<file path="src/rtl/mem_loader.sv">
`default_nettype none
// ============================================================================
// mem_loader : host command stream -> IMEM/DMEM load, DMEM readback, CPU run
// Revision   : 1.0
// ============================================================================
module mem_loader #(
  parameter logic [7:0] ACK_TAG = 8'hAC
) (
  input  logic        clk,
  input  logic        rst,
  input  logic        s_valid,
  output logic        s_ready,
  input  logic [31:0] s_data,
  output logic        m_valid,
  input  logic        m_ready,
  output logic [31:0] m_data,
  output logic [31:0] addr_ext,
  output logic        wen_ext,
  output logic        ren_ext,
  output logic [31:0] wdata_ext,
  input  logic [31:0] rdata_ext,
  output logic [31:0] addr_ext_2,
  output logic        wen_ext_2,
  output logic        ren_ext_2,
  output logic [31:0] wdata_ext_2,
  input  logic [31:0] rdata_ext_2,
  output logic        enable
);

  typedef enum logic [2:0] {
    IDLE    = 3'd0,
    WR_I    = 3'd1,
    WR_D    = 3'd2,
    RD_REQ  = 3'd3,
    RD_WAIT = 3'd4,
    RD_SEND = 3'd5,
    RUN     = 3'd6,
    ACK     = 3'd7
  } state_t;

  localparam logic [1:0] OP_WR_IMEM = 2'b00;
  localparam logic [1:0] OP_WR_DMEM = 2'b01;
  localparam logic [1:0] OP_RD_DMEM = 2'b10;

  state_t      state, state_next;
  logic [13:0] remaining;
  logic [15:0] word_addr;
  logic        s_fire;
  logic        last;
  logic [1:0]  hdr_op;
  logic [13:0] hdr_cnt;
  logic [15:0] hdr_addr;
  logic        unused_rdata;

  assign unused_rdata = ^rdata_ext;
  assign ren_ext      = 1'b0;

  assign hdr_op   = s_data[31:30];
  assign hdr_cnt  = s_data[29:16];
  assign hdr_addr = s_data[15:0];

  assign s_ready = !rst && (state == IDLE || state == WR_I || state == WR_D);
  assign m_valid = (state == RD_SEND) || (state == ACK);
  assign s_fire  = s_valid && s_ready;
  assign last    = (remaining == 14'd1);

  function automatic logic [31:0] byte_addr(input logic [15:0] w);
    return {14'b0, w, 2'b00};
  endfunction

  always_ff @(posedge clk) begin
    if (rst) state <= IDLE;
    else     state <= state_next;
  end

  always_comb begin
    state_next = state;
    case (state)
      IDLE: begin
        if (s_fire) begin
          case (hdr_op)
            OP_WR_IMEM: state_next = (hdr_cnt == 14'd0) ? IDLE : WR_I;
            OP_WR_DMEM: state_next = (hdr_cnt == 14'd0) ? IDLE : WR_D;
            OP_RD_DMEM: state_next = (hdr_cnt == 14'd0) ? IDLE : RD_REQ;
            default:    state_next = (hdr_cnt == 14'd0) ? ACK  : RUN;
          endcase
        end
      end
      WR_I, WR_D: if (s_fire && last) state_next = IDLE;
      RD_REQ:     state_next = RD_WAIT;
      RD_WAIT:    state_next = RD_SEND;
      RD_SEND:    if (m_ready) state_next = last ? IDLE : RD_REQ;
      RUN:        if (last) state_next = ACK;
      ACK:        if (m_ready) state_next = IDLE;
      default:    state_next = IDLE;
    endcase
  end

  // Strobes default low each cycle so every accepted word yields a one-cycle pulse.
  always_ff @(posedge clk) begin
    if (rst) begin
      remaining   <= 14'd0;
      word_addr   <= 16'd0;
      m_data      <= 32'd0;
      addr_ext    <= 32'd0;
      wen_ext     <= 1'b0;
      wdata_ext   <= 32'd0;
      addr_ext_2  <= 32'd0;
      wen_ext_2   <= 1'b0;
      ren_ext_2   <= 1'b0;
      wdata_ext_2 <= 32'd0;
      enable      <= 1'b0;
    end else begin
      wen_ext   <= 1'b0;
      wen_ext_2 <= 1'b0;
      ren_ext_2 <= 1'b0;
      case (state)
        IDLE: begin
          if (s_fire) begin
            remaining <= hdr_cnt;
            if (hdr_op == OP_RD_DMEM && hdr_cnt != 14'd0) begin
              ren_ext_2  <= 1'b1;
              addr_ext_2 <= byte_addr(hdr_addr);
              word_addr  <= hdr_addr + 16'd1;
            end else begin
              word_addr <= hdr_addr;
            end
            if (hdr_op == 2'b11) begin
              m_data <= {ACK_TAG, 10'b0, hdr_cnt};
              enable <= (hdr_cnt != 14'd0);
            end
          end
        end
        WR_I: begin
          if (s_fire) begin
            wen_ext   <= 1'b1;
            addr_ext  <= byte_addr(word_addr);
            wdata_ext <= s_data;
            word_addr <= word_addr + 16'd1;
            remaining <= remaining - 14'd1;
          end
        end
        WR_D: begin
          if (s_fire) begin
            wen_ext_2   <= 1'b1;
            addr_ext_2  <= byte_addr(word_addr);
            wdata_ext_2 <= s_data;
            word_addr   <= word_addr + 16'd1;
            remaining   <= remaining - 14'd1;
          end
        end
        RD_WAIT: m_data <= rdata_ext_2;
        RD_SEND: begin
          if (m_ready && !last) begin
            ren_ext_2  <= 1'b1;
            addr_ext_2 <= byte_addr(word_addr);
            word_addr  <= word_addr + 16'd1;
            remaining  <= remaining - 14'd1;
          end
        end
        RUN: begin
          remaining <= remaining - 14'd1;
          if (last) enable <= 1'b0;
        end
        default: ;
      endcase
    end
  end

endmodule
`default_nettype wire
</file>
<file path="config.mk">
export PLATFORM = sky130hd
export DESIGN_NAME = mem_loader
export DESIGN_NICKNAME = d
export VERILOG_FILES = /design/src/rtl/mem_loader.sv
export SDC_FILE = /design/constraint.sdc
export NUM_CORES = 1
export LEC_CHECK = 0
export ABC_AREA = 1
export CORE_ASPECT_RATIO = 0.6
export CORE_MARGIN = 4
export CORE_UTILIZATION = 45
export DETAILED_ROUTE_END_ITERATION = 16
export GPL_TIMING_DRIVEN = 0
export HOLD_SLACK_MARGIN = 0.03
export PLACE_DENSITY = 0.8
export RECOVER_POWER = 25
export SLEW_MARGIN = 20
export SYNTH_ARGS = -nofsm -noshare
export SYNTH_HDL_FRONTEND = slang
export SYNTH_SLANG_ARGS = --single-unit
export TNS_END_PERCENT = 5
</file>
<file path="constraint.sdc">
create_clock -name clk -period 2.4 [get_ports clk]
set_input_delay 0.6 -clock clk [delete_from_list [all_inputs] [get_ports clk]]
set_output_delay 0.6 -clock clk [all_outputs]
set_load 0.02 [all_outputs]
</file>
Word level (Yosys, flattened, before mapping)
Cells that the tools add are included.
{"block": "word_totals", "register_bits": 181, "inputBits": 100, "output_inout_bits": 167, "wordCells": 106}
{"block": "classes", "n_addsub": 3, "n_eq_ne": 21, "mux": 38, "n_bitwise": 2, "n_reduce_logical": 30}
{"operator": "2-to-1 mux 32 bit", "count": 6}
{"operator": "one-hot mux 32 bit (3 select lines)", "count": 1}
{"operator": "2-to-1 mux 16 bit", "count": 4}
{"operator": "one-hot mux 32 bit (2 select lines)", "count": 1}
{"operator": "one-hot mux 14 bit (4 select lines)", "count": 1}
{"operator": "one-hot mux 16 bit (3 select lines)", "count": 1}
{"operator": "2-to-1 mux 14 bit", "count": 3}
{"operator": "adder 16 x 1 -> 16 bit, second input constant", "count": 2}
{"operator": "one-hot mux 3 bit (7 select lines)", "count": 1}
{"operator": "2-to-1 mux 3 bit", "count": 5}
{"operator": "equality test 14 x 1 -> 1 bit, second input constant", "count": 1}
{"operator": "logical NOT 14 bit", "count": 1}
{"operator": "nonzero test 14 bit", "count": 1}
{"operator": "subtractor 14 x 1 -> 14 bit, second input constant", "count": 1}
{"operator": "equality test 3 bit, second input constant", "count": 4}
{"operator": "AND reduction 4 bit", "count": 3}
{"operator": "!= test 2 x 1 -> 1 bit, second input constant", "count": 5}
{"operator": "!= test 2 bit, second input constant", "count": 5}
{"operator": "AND reduction 5 bit", "count": 2}
{"operator": "2-to-1 mux 1 bit", "count": 9}
{"operator": "one-hot mux 3 bit (3 select lines)", "count": 1}
{"operator": "equality test 3 x 2 -> 1 bit, second input constant", "count": 2}
{"operator": "2-to-1 mux 2 bit", "count": 3}
{"operator": "nonzero test 3 bit", "count": 2}
{"operator": "other kinds (15)", "count": 29}

Logic depth before layout (Yosys ltp)
Gate-level depths: netlist of run 1.
{"block": "depth", "ltp_word": 8, "mapped_depth": 12, "ltp_nobuf": 12}

Worst setup path after synthesis of run 1
OpenSTA, ideal clock, no wires.
{"block": "synth_timing", "path_type": "input port to flip-flop", "startpoint": "input s_data[31]", "endpoint": "register addr_ext_2[9]", "setup_time_ns": 0.116, "t_arrival_ns": 1.663, "required_time_ns": 2.284, "slack_ns": 0.621, "cell_stages": 8, "path_buffers": 1, "cell_sequence": "inv_1 > nor2_1 > nand2_2 > nand2_1 > nand3_2 > buf_4 > o21ai_0 > nor2_1"}
{"block": "synth_via", "elab_chain_cells": 4}
{"item": "from (decl)", "line": "13", "rtl": "input logic [31:0] s_data,"}
{"item": "equality test 2 bit", "line": "121", "rtl": "if (hdr_op == OP_RD_DMEM && hdr_cnt != 14'd0) begin"}
{"item": "logical AND 1 bit", "line": "121"}
{"item": "!= test 2 x 1 -> 1 bit (no line)"}
{"item": "AND reduction 5 bit (no line)"}
{"item": "to (signal assigned)", "line": "123", "rtl": "addr_ext_2 <= byte_addr(hdr_addr);"}
{"item": "to (signal assigned)", "line": "146", "rtl": "addr_ext_2 <= byte_addr(word_addr);"}
{"item": "to (signal assigned)", "line": "156", "rtl": "addr_ext_2 <= byte_addr(word_addr);"}
{"item": "to (decl)", "line": "22", "rtl": "output logic [31:0] addr_ext_2,"}
No other way between the ends.
A chain may end at the register's enable or synchronous reset.

Worst setup path in the final report of run 1
{"block": "layout_timing", "startpoint": "register state[0]", "endpoint": "output s_ready"}
{"block": "layout_via", "elab_chain_cells": 4, "elab_cells_between_ends": 6, "classes_between": "2 x eq/ne; 4 x reduce/logical"}
{"item": "from (decl)", "line": "45", "rtl": "state_t state, state_next;"}
{"item": "from (signal assigned)", "line": "73", "rtl": "else state <= state_next;"}
{"item": "equality test 3 x 1 -> 1 bit / logical NOT 3 bit (equally long branches)", "line": "62", "rtl": "assign s_ready = !rst && (state == IDLE || state == WR_I || state == WR_D);"}
{"item": "logical OR 1 bit", "line": "62"}
{"item": "logical OR 1 bit *", "line": "62"}
{"item": "logical AND 1 bit *", "line": "62"}
{"item": "to (decl)", "line": "12", "rtl": "output logic s_ready,"}
Mark *: on every way between the ends. The rest lies on a longest branch, timed or not.

==> metrics.md, run 1 <==
| Metric | Value |
|---|---|
| Status | finished clean |
| Tot Pwr | about 12 mW |
| Pint | ~6.6 mW |
| Die width | roughly 180 um |
| Clk pwr share | between 20% and 30% |
| Port bufs | just under 200 |
| Worst R2R End | wdata_ext_2[31]$_SDFFE_PP0P_ |
| Area Overhead vs Synth | 37.2% |
| Min Tclk post-route | between 2 and 2.5 ns |
| Worst R2R Start | state[0]$_SDFFE_PP0P_ |
| Post-synthesis compound-gate area fraction | 17.6% |
| Pre-antenna DRT Iters | 7 |
| Worst-margin pin slew | a little over 0.7 ns |
| Max-slew violation count | 0 |
| Layout Nets | 1560 |
| Synth warn | 0 |
| WS Path Type | reg -> out |
| Top Ports | around 270 |
| Required time of the worst setup path | 1.80 ns |
| Critical path capture point type | output port |
| Sw frac | 42.6% |
| Worst slew margin relative to its limit | 52.6% |
| Initial Util | 46.5% |
| HP Class | reg -> reg |
| Via Count | 8887 |
| Gate power share | a little over two fifths |
| EDFF count, synth | 0 |
| H-tree depth | 4 |
| Simple-gate area share of the yosys netlist | approximately 29% |
| Main flop type after synthesis | dfxtp_1 |
| Min-Delay Endpoint | m_data[24]$_SDFFE_PP0P_ |
| RSZ-0062 raised after global routing | yes |
| Flop pwr share | about a third |
| Psw | roughly 5 mW |
| Worst Min Path Start | m_data[24]$_SDFFE_PP0P_ |
| DR WL/cell | approximately 17 um |
| Post-CTS Hold Fix Bufs | 0 |
| Row cnt | 37 |
| Final ANT Viol Nets | 0 |
| Clock transition at path regs | roughly 0.070 ns |
| Core area | approximately 17000 um^2 |
| Max-cap violations | 0 |
| Vias/cell | ~5.2 |
| Post-DP HPWL | between 20 and 25 mm |
| Mux cell area share after synthesis | 0% |
| Overall global routing resource usage | roughly 28% |
| Peak supply drop | approximately 0.6 mV |
| Cells after Synth | ~1200 |
| # diodes | 0 |
| Clk Latency, worst-skew pair | around 0.43 ns |
| Max Fclk | approximately 0.43 GHz |
| Final core occ | 63.8% |
| Async SR Flop Fraction | 0% |
| Worst setup SP type | register |
| Synth Area in XOR/XNOR | less than 1% |
| Worst reg2reg path depth | 9 |
| Final wirelength | 29.0 mm |
| Initial DRC Count | around 920 |
| CTS sink count | 165 |
| CP max FO | 8 |
| TritonCTS Buffers | 17 |
| Placed Cells | around 1700 |
| Yosys reg bits | 165 |
| Mapped Avg Cell Area | around 6.7 um^2 |
| CP arrival | 1.73 ns |
| Reg2reg setup slack | ~0.17 ns |
| CTS tree | built |
| Fill cells | around 1600 |
| Fraction of layout cells with a size suffix above 1 | between 8 and 9% |
| Post-route insts no fill | 1703 |
| Die height | roughly 110 um |
| Ranking of synthesized cells by area | dfxtp_1 41%, nand2_1 15%, nor2_1 8.1%, o21ai_0 7.2%, a21oi_1 6.6% |
| Power Dens Cells | roughly 1000 nW/um^2 |
| Final period util | a little over nine tenths |
| Gpl congestion | around 1 |
| Vias in the first global route | ~8100 |
| Adder-cell share of the synthesized area | less than 1% |
| Synthesized cell area | about 8000 um^2 |
| First-pass GRT wire length | 45.0 mm |
| Die Footprint | 20200 um^2 |
| Final setup fails | 0 |
| Top cell type's share of synthesized area | about two fifths |
| Netlist cell types | 31 |
| Drt drc | 0 |
| Clock Tree Buf Depth | 2 |
| Largest net degree at the start of global routing | 18 |
| Post-CTS Setup Bufs | 0 |
| Sequential cell area fraction in the yosys report | 40.9% |
| Remaining global-route overflow | 0 |
| WHS Path Cells | 2 |
| Leading area contributor after synthesis | dfxtp_1 |
| Final hold viol count | 0 |
| Initial antenna violation count | 0 |
| Clock Tree Root | clkbuf_16 |
| Largest family of logic cells by synthesized area | simple AND/OR/NAND/NOR gates |
| Layout Skew | roughly 0.009 ns |
| Leak | around 4.8 nW |
==> logic make-up (layout without fill, tap and decap cells) <==
group	Yosys count	after routing
buffers and inverters	188	417
AND/OR/NAND/NOR	571	571
other	1	33
adder cells (fa/ha/maj)	4	4
AO/OA/AOI/OAI	272	272
XOR/XNOR	7	7
flip-flops	165	165
==> worst max-delay path by stage <==
stage / startpoint / endpoint / slack (ns)
after floorplan: s_data[31] / addr_ext_2[9]$_SDFFE_PP0P_ / 0.62
after global placement: s_data[31] / word_addr[9]$_SDFFE_PP0P_ / -0.49
after detailed placement: s_data[31] / word_addr[9]$_SDFFE_PP0P_ / -0.50
after CTS: state[0]$_SDFFE_PP0P_ / s_ready / 0.006
after global routing: state[1]$_SDFFE_PP0P_ / s_ready / -0.03
final: state[0]$_SDFFE_PP0P_ / s_ready / 0.07
==> cells in the final DEF, fill, tap and decap left out, types with 2 or more instances in the layout <==
cell type        netlist  layout
o21ai_0              116     116
buf_6                  4       4
nor2_4                 1       3
ha_1                   4       4
conb_1                 1      33
inv_1                 85      85
nand3_1               55      55
buf_4                 40      40
inv_8                  0       4
nand2_2                6       3
inv_2                  9       9
nor2_2                 4       6
inv_6                  0       7
a21oi_1              107     107
buf_1                  3       2
nand4_1                8       8
clkdlybuf4s50_1        0     194
nand3_2                3       3
o21ai_1               27      27
clkbuf_1              27      31
nand2_4                0       2
a31oi_1               16      16
dfxtp_1              165     165
xor2_1                 7       7
nand2_1              314     315
o221a_2                4       4
nor2_1               175     171
clkbuf_16              0      17
buf_2                 20      16
==> cell type report <==
type	instances	area, um^2	area share (%)
inverters	94	353	3.18
clock inverters	14	153	1.38
repair buffers	197	1970	17.8
multi-input cells	887	4010	36.2
well taps	234	293	2.64
flip-flops and latches	165	3300	29.8
clock buffers	18	439	3.96
plain buffers	94	554	5.00
==> metrics by stage <==
step	hold slack, ns	setup slack, ns	setup TNS [ns]	instance area [um^2]
after floorplan	0.473	0.621	0	8200
after global placement	0.447	-0.492	-12.06	10500
after detailed placement	0.453	-0.498	-12.27	10500
after CTS	0.462	0.00611	0	11100
after global routing	0.477	-0.0316	-0.0316	11100
final	0.460	0.0716	0	11100
==> state kept, by name, indices dropped and copies added (netlist names), 3 cells and up <==
name	flops
state	3
wdata_ext	32
addr_ext	16
remaining	14
word_addr	16
m_data	32
addr_ext_2	16
wdata_ext_2	32
==> power by group through the flow <==
stage	Combinational [mW]	Clock (mW)	Sequential, mW
global placement	4.79	0	3.80
finish	4.99	2.81	3.78
CTS	4.91	2.84	3.76
global route	5.50	2.94	3.85
floorplan	2.78	0	4.13
detailed placement	4.87	0	3.81
==> synth_stat cells (all sizes together), types with 4 or more instances <==
cell type / count
a21oi: 108
a31oi: 16
buf: 67
clkbuf: 27
dfxtp: 165
ha: 4
inv: 94
nand2: 320
nand3: 59
nand4: 9
nor2: 180
o21ai: 143
o221a: 4
xor2: 7
==> metal layers <==
metal / routed length (um) / vias up / GRT usage [%]
li1: - / 4325 / -
met1: 13700 / 4062 / 41.7
met2: 11500 / 455 / 37.9
met3: 3330 / 45 / 9.17
met4: 551 / 0 / 6.70
met5: 0 / - / 0
==> worst max-delay path, cell delays in order (launching register included) <==
cell	delay (ns)
dfxtp_1	0.30
buf_2	0.19
nor2_2	0.19
inv_1	0.09
a31oi_1	0.23
clkdlybuf4s15_2	0.30
==> timing repair <==
| item | CTS | global route |
|---|---|---|
| gates cloned | 0 | 0 |
| endpoints found under the setup margin | 11 | 23 |
| resized for setup | 7 | 9 |
Power figures use the tool's default switching activity.
==> run 2: changes to the inputs <==
--- a/config.mk
+++ b/config.mk
@@ -14,6 +14,7 @@
 export HOLD_SLACK_MARGIN = 0.03
 export PLACE_DENSITY = 0.8
 export RECOVER_POWER = 25
+export REMOVE_ABC_BUFFERS = 1
 export SLEW_MARGIN = 20
 export SYNTH_ARGS = -nofsm -noshare
 export SYNTH_HDL_FRONTEND = slang
==> metrics.md, run 2 (synthesis results as in run 1) <==
| Metric | Value |
|---|---|
| Core area | 17400 um^2 (unchanged) |
| Largest net degree at the start of global routing | 73 (was 18) |
| Crit-path slowest cell | clkdlybuf4s50_1 (was dfxtp_1) |
| Final hold viol count | 0 (unchanged) |
| Clock transition at path regs | 0.07 ns (about the same) |
| Die width | 181 um (unchanged) |
| Top Registers | m_data: 32 flops, wdata_ext: 32 flops, wdata_ext_2: 32 flops (unchanged) |
| Max Fclk | 0.421 GHz (was 0.429 GHz) |
| # diodes | 0 (unchanged) |
| Leak | 4.81 nW (was 4.85 nW) |
| Commonest non-fill, non-tap cell in the layout | nand2_1 (unchanged) |
| Gpl congestion | 0.977 (was 0.994) |
| Worst-margin pin slew | 1.05 ns (was 0.712 ns) |
| Worst setup SP type | input pin (was register) |
| HP Class | reg -> reg (unchanged) |
| Clk Latency, worst-skew pair | 0.42 ns (was 0.43 ns) |
| Post-DP HPWL | 19.1 mm (was 22.6 mm) |
| Worst slew margin relative to its limit | 29.8% (was 52.6%) |
| Clock Tree Buf Depth | 2 (unchanged) |
| First-pass GRT wire length | 41.6 mm (was 45.0 mm) |
| Final setup fails | 0 (unchanged) |
| Clock Tree Root | clkbuf_16 (unchanged) |
| Pre-antenna DRT Iters | 5 (was 7) |
| Required time of the worst setup path | 2.75 ns (was 1.80 ns) |
| Initial Util | 46.5% (unchanged) |
| CP arrival | 2.73 ns (was 1.73 ns) |
| Die Footprint | 20200 um^2 (unchanged) |
| Final ANT Viol Nets | 0 (unchanged) |
| WS Path Type | in -> reg (was reg -> out) |
| Die height | 112 um (unchanged) |
| H-tree depth | 4 (unchanged) |
| Port bufs | 201 (was 197) |
| Max-slew violation count | 0 (unchanged) |
| Setup WS post-layout | 0.0266 ns (was 0.0716 ns) |
| Final wirelength | 26.6 mm (was 29.0 mm) |
| DR WL/cell | 16.4 um (was 17.1 um) |
| CTS tree | built (unchanged) |
| Vias in the first global route | 7727 (was 8134) |
| WHS Path Cells | 2 (unchanged) |
| Min Tclk post-route | 2.37 ns (was 2.33 ns) |
| Top Ports | 267 (unchanged) |
| Drt drc | 0 (unchanged) |
| Peak supply drop | 0.766 mV (was 0.603 mV) |
| Fraction of layout cells with a size suffix above 1 | 5.98% (was 8.78%) |
| Final period util | 98.9% (was 97.0%) |
| Power Dens Cells | 1040 nW/um^2 (was 1050 nW/um^2) |
| Row cnt | 37 (unchanged) |
| Most frequent CP cell | nor2_1 |
| CP bufs+invs | 2 (was 3) |
| Max-cap violations | 0 (unchanged) |
| Critical path capture point type | register (was output port) |
| Largest stage delay on the critical path | 0.64 ns (was 0.30 ns) |
| Top Layer Used | met4 (unchanged) |
| Remaining global-route overflow | 0 (unchanged) |
| Levels on crit path | 12 (was 5) |
| TritonCTS Buffers | 17 (unchanged) |
| Commonest cells after routing, fill and taps aside | 312 x nand2_1, 171 x nor2_1, 163 x dfxtp_1 (was 315 x nand2_1, 194 x clkdlybuf4s50_1, 171 x nor2_1) |
| Via Count | 8472 (was 8887) |
| Met2 WL | 10.7 mm (was 11.5 mm) |
| CP max FO | 6 (was 8) |
| Layout Skew | 0.0144 ns (was 0.00877 ns) |
| Worst slack, placed | -1.01 ns (was -0.498 ns) |
| RSZ-0062 raised after global routing | yes (unchanged) |
| Overall global routing resource usage | 25.2% (was 27.7%) |
| Worst hold slack | 0.464 ns (was 0.460 ns) |
| Initial antenna violation count | 0 (unchanged) |
| Layout Nets | 1479 (was 1560) |
| Status | finished clean (unchanged) |
| Initial DRC Count | 687 (was 916) |
| Met1 wire length | 12.5 mm (was 13.7 mm) |
| Area Overhead vs Synth | 33.9% (was 37.2%) |
| CP cell instances | clkdlybuf4s50_1, ha_1, inv_1, nor2_1, nand2_1, nor2_1, nand3_1, nand2_1, nand2_1, nor2_1, nor2_1, nor2_1 (was buf_2, nor2_2, inv_1, a31oi_1, clkdlybuf4s15_2) |
| CTS sink count | 165 (unchanged) |
| Delay-heaviest family, CP | simple AND/OR/NAND/NOR gates (was buffers and inverters) |
| Worst reg2reg path depth | 10 (was 9) |
| Vias/cell | 5.22 (about the same) |
| Metal3 WL | 3.21 mm (was 3.33 mm) |
==> run 2: path summary, 6_finish.rpt <==
check	startpoint	end	slack [ns]
max	s_data[0]	word_addr[10]$_SDFFE_PP0P_	0.03
min	m_data[20]$_SDFFE_PP0P_	m_data[20]$_SDFFE_PP0P_	0.46
max reg2reg	state[1]$_SDFFE_PP0P_	remaining[6]$_SDFFE_PP0P_	0.11
min reg2reg	m_data[20]$_SDFFE_PP0P_	m_data[20]$_SDFFE_PP0P_	0.46
==> run 2: area by class of cell <==
class | instances | area [um^2]
clock inverters | 12 | 114
flip-flops and latches | 165 | 3310
repair buffers | 209 | 2180
clock buffers | 20 | 447
multi-input cells | 888 | 4080
fillers | 1611 | 6550
well taps | 234 | 293
inverters | 94 | 395
==> run 2: metal layers <==
metal	vias to the layer above	GRT usage, %
met5	-	0
li1	4166	-
met4	0	4.20
met2	435	35.4
met1	3849	37.2
met3	22	9.40
==> run 2: tightest hold or removal path, cell delays in order, from the launching register on <==
cell and delay (ns):
dfxtp_1 0.30, nand2_1 0.05, a21oi_1 0.06
==> run 2: through the flow <==
step / utilization [%] / area [um^2] / power (mW) / instances / setup TNS [ns]
floorplan: - / 7640 / 6.65 / 1146 / -176.09
global placement: 57.3 / 9940 / 8.25 / 1581 / -702.97
detailed placement: 58.1 / 10100 / 8.42 / 1586 / -111.02
CTS: 61.7 / 10700 / 11.1 / 1619 / 0
global route: 62.3 / 10800 / 12.0 / 1622 / -0.174
finish: 62.3 / 10800 / 11.2 / 1622 / 0
==> run 2: timing repair <==
item                                    in CTS  in global routing
buffers inserted                             0                  3
hold buffers                                 0                  0
endpoints found under the setup margin     128                117
resized for setup                           20                 15
pin swaps                                    1                  1
cloned                                       1                  0
==> run 2: power breakdown <==
part / internal (mW) / switching, mW
clock network: 1.40 / 1.25
registers: 3.32 / 0.486
logic: 1.70 / 3.09
==> run 3: changes to the inputs <==
--- a/config.mk
+++ b/config.mk
@@ -11,7 +11,7 @@
 export CORE_UTILIZATION = 45
 export DETAILED_ROUTE_END_ITERATION = 16
 export GPL_TIMING_DRIVEN = 0
-export HOLD_SLACK_MARGIN = 0.03
+export HOLD_SLACK_MARGIN = 0.05
 export PLACE_DENSITY = 0.8
 export RECOVER_POWER = 25
 export REMOVE_ABC_BUFFERS = 1
==> constraint.sdc (replaced) <==
create_clock -name clk -period 2.4 [get_ports clk]
set_input_delay 0.6 -clock clk [delete_from_list [all_inputs] [get_ports clk]]
set_output_delay 0.6 -clock clk [all_outputs]
set_load 0.1 [all_outputs]
==> metrics.md, run 3 (synthesis results as in run 1) <==
| Metric | Value |
|---|---|
| Status | finished clean (unchanged) |
| Commonest cells after routing, fill and taps aside | 312 x nand2_1, 171 x nor2_1, 165 x dfxtp_1 (was 312 x nand2_1, 171 x nor2_1, 163 x dfxtp_1) |
| Max-cap violations | 0 (unchanged) |
| Total Neg Setup Slack | 0 ns (unchanged) |
| Leak | 5.18 nW (was 4.81 nW) |
| Die width | 181 um (unchanged) |
| Remaining global-route overflow | 0 (unchanged) |
| Worst setup SP type | register (was input pin) |
| Worst slew margin relative to its limit | 29.1% (was 29.8%) |
| Die height | 112 um (unchanged) |
| Final hold viol count | 0 (unchanged) |
| FF/Latch Area | 3300 um^2 (was 3310 um^2) |
| Final setup fails | 0 (unchanged) |
| Max-slew violation count | 0 (unchanged) |
| Vias/cell | 5.19 (was 5.22) |
| Post-DP HPWL | 19.1 mm (unchanged) |
| H-tree depth | 4 (unchanged) |
| Clock Tree Buf Depth | 2 (unchanged) |
| Gpl congestion | 0.977 (unchanged) |
| HP Class | reg -> reg (unchanged) |
| Initial antenna violation count | 0 (unchanged) |
| First-pass GRT wire length | 41.5 mm (was 41.6 mm) |
| Peak supply drop | 0.762 mV (was 0.766 mV) |
| Clk Latency, worst-skew pair | 0.41 ns (was 0.42 ns) |
| Drt drc | 0 (unchanged) |
| Top Ports | 267 (unchanged) |
| WHS Path Cells | 2 (unchanged) |
| Required time of the worst setup path | 1.80 ns (was 2.75 ns) |
| DR WL/cell | 16.4 um (about the same) |
| Clock transition at path regs | 0.07 ns (about the same) |
| # diodes | 0 (unchanged) |
| Initial DRC Count | 751 (was 687) |
| Worst reg2reg path depth | 9 (was 10) |
| CTS tree | built (unchanged) |
| Critical path capture point type | output port (was register) |
| RSZ-0062 raised after global routing | yes (unchanged) |
| Vias in the first global route | 7719 (was 7727) |
| Clock Tree Root | clkbuf_16 (unchanged) |
| Initial Util | 46.5% (unchanged) |
| Final period util | 99.9% (was 98.9%) |
| Worst slack, placed | -1.01 ns (unchanged) |
| Power Dens Cells | 1250 nW/um^2 (was 1040 nW/um^2) |
| Worst hold slack | 0.461 ns (was 0.464 ns) |
| Layout Nets | 1480 (was 1479) |
| Pre-antenna DRT Iters | 7 (was 5) |
| Final ANT Viol Nets | 0 (unchanged) |
| Die Footprint | 20200 um^2 (unchanged) |
| Final wirelength | 26.6 mm (about the same) |
| Top Registers | m_data: 32 flops, wdata_ext: 32 flops, wdata_ext_2: 32 flops (unchanged) |
| Max Fclk | 0.417 GHz (was 0.421 GHz) |
| Port bufs | 201 (unchanged) |
| Fraction of layout cells with a size suffix above 1 | 5.98% (about the same) |
| WS Path Type | reg -> out (was in -> reg) |
| Fill cells | 1675 (was 1611) |
| TritonCTS Buffers | 17 (unchanged) |
| Layout Skew | 0.0121 ns (was 0.0144 ns) |
| Commonest non-fill, non-tap cell in the layout | nand2_1 (unchanged) |
| Core area | 17400 um^2 (unchanged) |
| Row cnt | 37 (unchanged) |
| Final core occ | 61.3% (was 62.3%) |
| Setup WS post-layout | 0.00346 ns (was 0.0266 ns) |
| Worst-margin pin slew | 1.06 ns (was 1.05 ns) |
| Via Count | 8431 (was 8472) |
| Placed Cells | 1586 (unchanged) |
| Largest net degree at the start of global routing | 73 (unchanged) |
| Post-route insts no fill | 1623 (was 1622) |
| Min Tclk post-route | 2.40 ns (was 2.37 ns) |
| Multi-input gate area | 4070 um^2 (was 4080 um^2) |
| Area Overhead vs Synth | 31.7% (was 33.9%) |
| CP max FO | 7 (was 6) |
| Overall global routing resource usage | 25.1% (was 25.2%) |
| CP arrival | 1.80 ns (was 2.73 ns) |
| CTS sink count | 165 (unchanged) |
-- run 3: cell types whose count changed in the layout (fill, tap and decap cells not counted) --
cell / previous run / this run
dlymetal6s2s_1: 1 / 0
clkdlybuf4s15_2: 1 / 0
dlygate4sd3_1: 67 / 0
nor2_4: 6 / 5
buf_6: 0 / 1
buf_2: 0 / 1
buf_4: 3 / 4
dfxtp_1: 163 / 165
dlygate4sd2_1: 0 / 132
dfxtp_2: 2 / 0
nor2_2: 4 / 5
clkdlybuf4s50_1: 131 / 66
-- run 3: timing repair --
item / in CTS / in global routing
hold buffers: 0 / 0
gates cloned: 1 / 0
buffers inserted: 0 / 4
pin swaps: 1 / 2
endpoints found under the setup margin: 260 / 117
gates resized for setup: 160 / 13
-- run 3: report_power, final --
| group | leakage, nW | internal (mW) | switching [mW] |
|---|---|---|---|
| Sequential | 1.34 | 3.32 | 0.471 |
| Combinational | 3.56 | 1.51 | 5.35 |
| Clock | 0.273 | 1.40 | 1.24 |
| Total | 5.18 | 6.23 | 7.07 |
-- run 3: worst max-delay path: stages (launching register included) --
cell     delay (ns)
dfxtp_1        0.43
nor2_2         0.25
nand2_1        0.13
a31oi_2        0.30
buf_6          0.27
-- run 3: cell type report --
type,instances,share of cell area (%)
Clock buffer,20,4.20
Clock inverter,12,1.07
Multi-Input combinational cell,888,38.3
Sequential cell,165,31.0
Inverter,94,3.72
Timing Repair Buffer,210,18.9
Tap cell,234,2.75
-- run 3: layer usage --
metal / GRT usage, % / wire, um
met1: 37.2 / 12500
met2: 35.4 / 10700
met3: 9.24 / 3180
met4: 4.20 / 210
met5: 0 / 0
-- run 3: per-stage QoR --
stage	power, mW	area [um^2]
after global placement	10.5	9940
after CTS	13.1	10600
after detailed placement	10.7	10100
after floorplan	8.89	7640
final	13.3	10600
after global routing	14.0	10600
-- run 3: worst paths after layout --
kind	from	end	slack, ns
worst max-delay path	state[1]$_SDFFE_PP0P_	s_ready	0.003
worst min-delay path	m_data[20]$_SDFFE_PP0P_	m_data[20]$_SDFFE_PP0P_	0.46
worst max register to register	state[1]$_SDFFE_PP0P_	remaining[0]$_SDFFE_PP0P_	0.13
worst min register to register	m_data[20]$_SDFFE_PP0P_	m_data[20]$_SDFFE_PP0P_	0.46
